### src/rtl/calc7_pkg.sv
// Shared calc7 datapath constants, FSM encoding and BCD helpers.
// Used by the binary/BCD converters and the display driver.
package calc7_pkg;

    localparam int MAG_W      = 17;
    localparam int DIGITS     = 5;
    localparam int BCD_W      = 21;
    localparam int ACC_DIGITS = 6;
    localparam int ACC_W      = 4 * ACC_DIGITS;
    localparam int CNT_W      = 5;

    localparam logic [4*DIGITS-1:0] BCD_MAX = 20'h99999;

    typedef enum logic {
        IDLE  = 1'b0,
        SHIFT = 1'b1
    } state_t;

    // Returns {ovf, five BCD digits}; a nonzero sixth digit saturates.
    function automatic logic [BCD_W-1:0] sat_digits(
        input logic [ACC_W-1:0] acc
    );
        logic o;
        o = |acc[ACC_W-1 -: 4];
        return {o, o ? BCD_MAX : acc[4*DIGITS-1:0]};
    endfunction

endpackage

### src/rtl/bin2bcd2_bcd_add3.sv
// Double-dabble digit corrector: adds 3 to a BCD digit of 5 or more.
module bcd_add3 (
    input  logic [3:0] digit,
    output logic [3:0] fixed
);

    assign fixed = (digit >= 4'd5) ? digit + 4'd3 : digit;

endmodule

### src/rtl/bin2bcd2.sv
// Sequential sign-magnitude binary to signed BCD converter.
// One magnitude bit per clock, start/busy/done handshake.
module bin2bcd2
    import calc7_pkg::*;
(
    input  logic             clk,
    input  logic             rst,
    input  logic             start,
    input  logic [MAG_W:0]   bin,
    output logic [BCD_W-1:0] BCD,
    output logic             busy,
    output logic             done,
    output logic             ovf
);

    state_t             state;
    logic [MAG_W-1:0]   sr;
    logic [ACC_W-1:0]   acc;
    logic [CNT_W-1:0]   cnt;
    logic               sign;

    logic [ACC_W-1:0]   acc_fix;
    logic [ACC_W-1:0]   acc_nxt;
    logic [MAG_W-1:0]   sr_nxt;
    logic [BCD_W-1:0]   res;
    logic               res_sign;
    logic               last;

    for (genvar g = 0; g < ACC_DIGITS; g++) begin : g_fix
        bcd_add3 u_add3 (
            .digit (acc[4*g +: 4]),
            .fixed (acc_fix[4*g +: 4])
        );
    end

    assign acc_nxt  = {acc_fix[ACC_W-2:0], sr[MAG_W-1]};
    assign sr_nxt   = {sr[MAG_W-2:0], 1'b0};
    assign res      = sat_digits(acc_nxt);
    // A zero magnitude is never reported as negative.
    assign res_sign = sign & (|acc_nxt);
    assign last     = (cnt == CNT_W'(MAG_W - 1));

    always_ff @(posedge clk) begin
        if (rst) begin
            state <= IDLE;
            sr    <= '0;
            acc   <= '0;
            cnt   <= '0;
            sign  <= 1'b0;
            busy  <= 1'b0;
            done  <= 1'b0;
            ovf   <= 1'b0;
            BCD   <= '0;
        end else begin
            done <= 1'b0;
            unique case (state)
                IDLE: begin
                    if (start) begin
                        sr    <= bin[MAG_W-1:0];
                        sign  <= bin[MAG_W];
                        acc   <= '0;
                        cnt   <= '0;
                        busy  <= 1'b1;
                        state <= SHIFT;
                    end
                end
                SHIFT: begin
                    acc <= acc_nxt;
                    sr  <= sr_nxt;
                    cnt <= cnt + 1'b1;
                    if (last) begin
                        BCD   <= {res_sign, res[4*DIGITS-1:0]};
                        ovf   <= res[BCD_W-1];
                        done  <= 1'b1;
                        busy  <= 1'b0;
                        state <= IDLE;
                    end
                end
            endcase
        end
    end

endmodule
### config.mk
export PLATFORM = sky130hd
export DESIGN_NAME = bin2bcd2
export DESIGN_NICKNAME = d
export VERILOG_FILES = /design/src/rtl/calc7_pkg.sv /design/src/rtl/bin2bcd2_bcd_add3.sv /design/src/rtl/bin2bcd2.sv
export SDC_FILE = /design/constraint.sdc
export NUM_CORES = 1
export LEC_CHECK = 0
export CORE_ASPECT_RATIO = 0.75
export CORE_MARGIN = 3
export CORE_UTILIZATION = 45
export DETAILED_ROUTE_END_ITERATION = 8
export PLACE_DENSITY = 0.71
export SETUP_SLACK_MARGIN = 0.5
export SLEW_MARGIN = 20
export SYNTH_ARGS = -nofsm -noshare
export SYNTH_HDL_FRONTEND = slang
export SYNTH_SLANG_ARGS = --single-unit
export TNS_END_PERCENT = 10
### constraint.sdc
create_clock -name clk -period 2.1 [get_ports clk]
set_input_delay 0.63 -clock clk [delete_from_list [all_inputs] [get_ports clk]]
set_output_delay 0.63 -clock clk [all_outputs]
set_load 0.01 [all_outputs]
==> results.md <==
* DR iter-0 viols at 116
* Layout area overhead at 27.43%
* EDFF count, synth at 0
* Max rail drop VDD at 0.4139 mV
* Fraction of registers with async set/reset at 0
* # diodes at 0
* Number of global-route vias before repair at 2,821
* Boundary pin count at 45
* Worst R2R End: BCD[20]
* FF+latch count, synth at 72
* Kind of critical path: flip-flop to primary output
* Setup Skew at 5.785 ps
* Min-delay src: BCD[7]
* Slew headroom at 0.6430
* Ys flop type: dfxtp_1
* Max-capacitance violation count at 0
* CTS tree: yes
* Wire per inst at 13.92 um
* Run status: finished, final reports clean
* First-pass GRT wire length at 13.30 mm
* Hold Path Stages at 2
* Power consumption at 2.664 mW
* RSZ-0062 raised after global routing: true
* Die ar. at 8903 um2
* Clk_lat worst skew at 340 ps
* Routed vias/inst at 5.206
* Port Buf Inserts at 44
* Clock buffer count from CTS at 9
* Hold Vio Cnt, Final at 0
* Core ar. at 7466 um2
* Initial Utilization at 0.4699
* Site row count at 27
* Final worst path period share at 0.8823
* CP Max Fanout at 2
* Post-route DRC at 0
* Hold buffers post-CTS at 0
* Startpoint class of the critical path: flip-flop
* GP Congestion at 0.8264
* Synth area leader: dfxtp_1
* CP max stage cell: clkdlybuf4s50_1
* Die height at 82.47 um
* WP buf/inv at 1
* DP Area at 4192 um2
* Reg-to-reg critical path startpoint: acc[17]
* Min cycle time layout at 1853 ps
* Hold Path End: BCD[7]
* Synth area leaders: dfxtp_1 (41%), nor2_1 (8.0%), mux2i_1 (7.7%)
* Critical Path RT at 1470 ps
* Post-Syn Instances at 423
* Critical Path End Type: primary output
* Hold Slack at 461.7 ps
* Largest net degree at the start of global routing at 57
* Cell family with most CP delay: buffers and inverters
* Yosys cell types at 38
* Fraction of layout cells with a size suffix above 1 at 0.1702
* CTS root buf: clkbuf_8
* TNS Setup at 0 ps
* Grt total ovfl at 0
* Net Count, Synth at 458
* Clock buffer depth at 2
* Cell Count, Final, Fillers Out at 577
* CP cell instances: clkdlybuf4s50_1
* Nets at 506
* Final Instance Area at 4471 um2
* Fmax at 0.5397 GHz
* Antenna Nets Post-Route at 0
* Yosys warns at 0
* DP Cell Count at 557
* Seq/Total Area, Yosys at 0.4108
* Drt first pass iters at 4
* Clk sinks at 72
* Die X at 108.0 um
* Worst Hold Class: flip-flop to flip-flop
* Slew Limit Fails at 0
* Static Leak at 1.783 nW
* Worst Tran Pin Value at 535.4 ps
* Htree depth at 3
* # setup viols final at 0
* Syn Std Cell Area at 3508 um2
* Total track usage at 0.1887
* DP Wirelength at 5.677 mm
* Mapped Avg Cell Area at 8.294 um2
* CP Data Arrival Time at 1220 ps
* Pwr/cell area at 595.9 nW/um2
* Top cell type's share of synthesized area at 0.4108
* R2r setup slk at 270 ps
* WL final at 8.032 mm
* Largest stage delay, worst path at 540 ps
* DR vias at 3,004
* Clk slew on worst S/H paths at 70 ps
* FF-to-FF path depth at 8
* Initial antenna violation count at 0
## cell families (layout without fill, tap and decap cells)
family | Yosys count | count (layout) | share of synthesized area
xor gates and xnor gates | 6 | 6 | 0.01498
and+or+nand+nor | 174 | 174 | 0.2461
buffers and inverters | 42 | 95 | 0.04815
AOI/OAI and AO/OA | 88 | 88 | 0.1530
muxes | 27 | 27 | 0.07703
DFF | 72 | 72 | 0.4108
adders and majority gates | 14 | 14 | 0.04993
## worst register-to-register path: stages (launching register included)
cell and delay, ps:
dfxtp_1 360, inv_2 70, ha_1 180, nand2b_1 190, nor3b_2 180, a21oi_2 140, nand3_2 150, a211oi_2 310
a311oi_1 130
## layout make-up
type                       count  area, um2
inverter                      16      62.56
clock inverter                 4      45.04
clock buffer                  12      135.1
fill                         669       2995
timing repair buffer          63      606.8
sequential                    72       1451
multi-input combinational    309       2043
tap                          101      126.4
## repair_timing
item,CTS,global route
gates resized for setup,12,18
hold endpoints to repair,0,0
endpoints found under the setup margin,53,58
buffers inserted,1,3
pin swaps,2,6
## routing by layer
metal  wire length [um]  share of wire  GRT usage  up-vias
li1                   -              -          -     1557
met1               3890           0.48     0.2531     1376
met2               3567           0.44     0.3009       61
met3                466          0.058    0.04973       10
met4                107          0.013    0.05675        0
met5                  0              0          0        -
## layout by cell type (no fill, tap or decap), types with 3 or more instances in the layout
| cell | count |
|---|---|
| nor2_1 | 75 |
| dfxtp_1 | 64 |
| a21oi_1 | 48 |
| clkdlybuf4s50_1 | 33 |
| mux2i_1 | 27 |
| nor3_1 | 27 |
| nand2_1 | 17 |
| nor3b_1 | 15 |
| buf_4 | 15 |
| inv_1 | 12 |
| nand2b_1 | 10 |
| a22o_1 | 10 |
| o21ai_0 | 10 |
| clkbuf_8 | 9 |
| ha_1 | 8 |
| dfxtp_2 | 8 |
| dlygate4sd2_1 | 8 |
| nor3_2 | 7 |
| xnor2_1 | 6 |
| a21oi_4 | 4 |
| a21oi_2 | 4 |
| inv_2 | 3 |
| nand4_1 | 3 |
| nand2b_4 | 3 |
| o21ai_1 | 3 |
| nand3_1 | 3 |
| ha_4 | 3 |
| ha_2 | 3 |
| clkbuf_1 | 3 |
| clkinv_2 | 3 |
| buf_12 | 3 |
## through the flow
step	utilization	worst slack, ps
2_1_floorplan	-	442.8
6_report	0.5988	247.2
3_3_place_gp	0.5614	193.2
5_1_grt	0.5988	186.6
3_5_place_dp	0.5614	158.0
4_1_cts	0.5884	230.0
## cell usage after synthesis (all sizes together), types with 2 or more instances
library cell  instances
o21ai                15
a211oi                2
mux2i                27
nor3                 35
nand4                 3
dfxtp                72
xnor2                 6
nor3b                16
and4                  2
clkbuf               14
and2                  2
nand3                 4
a21oi                56
nor2b                 2
nand2                17
nand2b               13
a22o                 10
nor2                 75
a2111oi               2
ha                   14
buf                  12
inv                  16
or2                   2
## flip-flops by register name (all words and copies together), names as in the netlist
register and cells:
acc 24, state 1, ovf 1, busy 1, BCD 21, cnt 5, done 1, sign 1
sr 17
## power breakdown
group | total [mW] | switching (mW) | leakage [nW] | internal [mW]
Combinational | 0.215 | 0.120 | 1.10 | 0.0951
Clock | 1.04 | 0.493 | 0.0941 | 0.544
Sequential | 1.41 | 0.0183 | 0.587 | 1.39
## worst max-delay path by stage
stage          cells past startpoint  endpoint    start
6_report                           1    BCD[5]   BCD[5]
2_1_floorplan                      8   BCD[20]  acc[17]
3_3_place_gp                       8    BCD[2]  acc[16]
4_1_cts                            1    BCD[5]   BCD[5]
3_5_place_dp                       8    BCD[5]  acc[16]
5_1_grt                            8   BCD[20]   acc[5]
(Power assumes the default switching activity.)
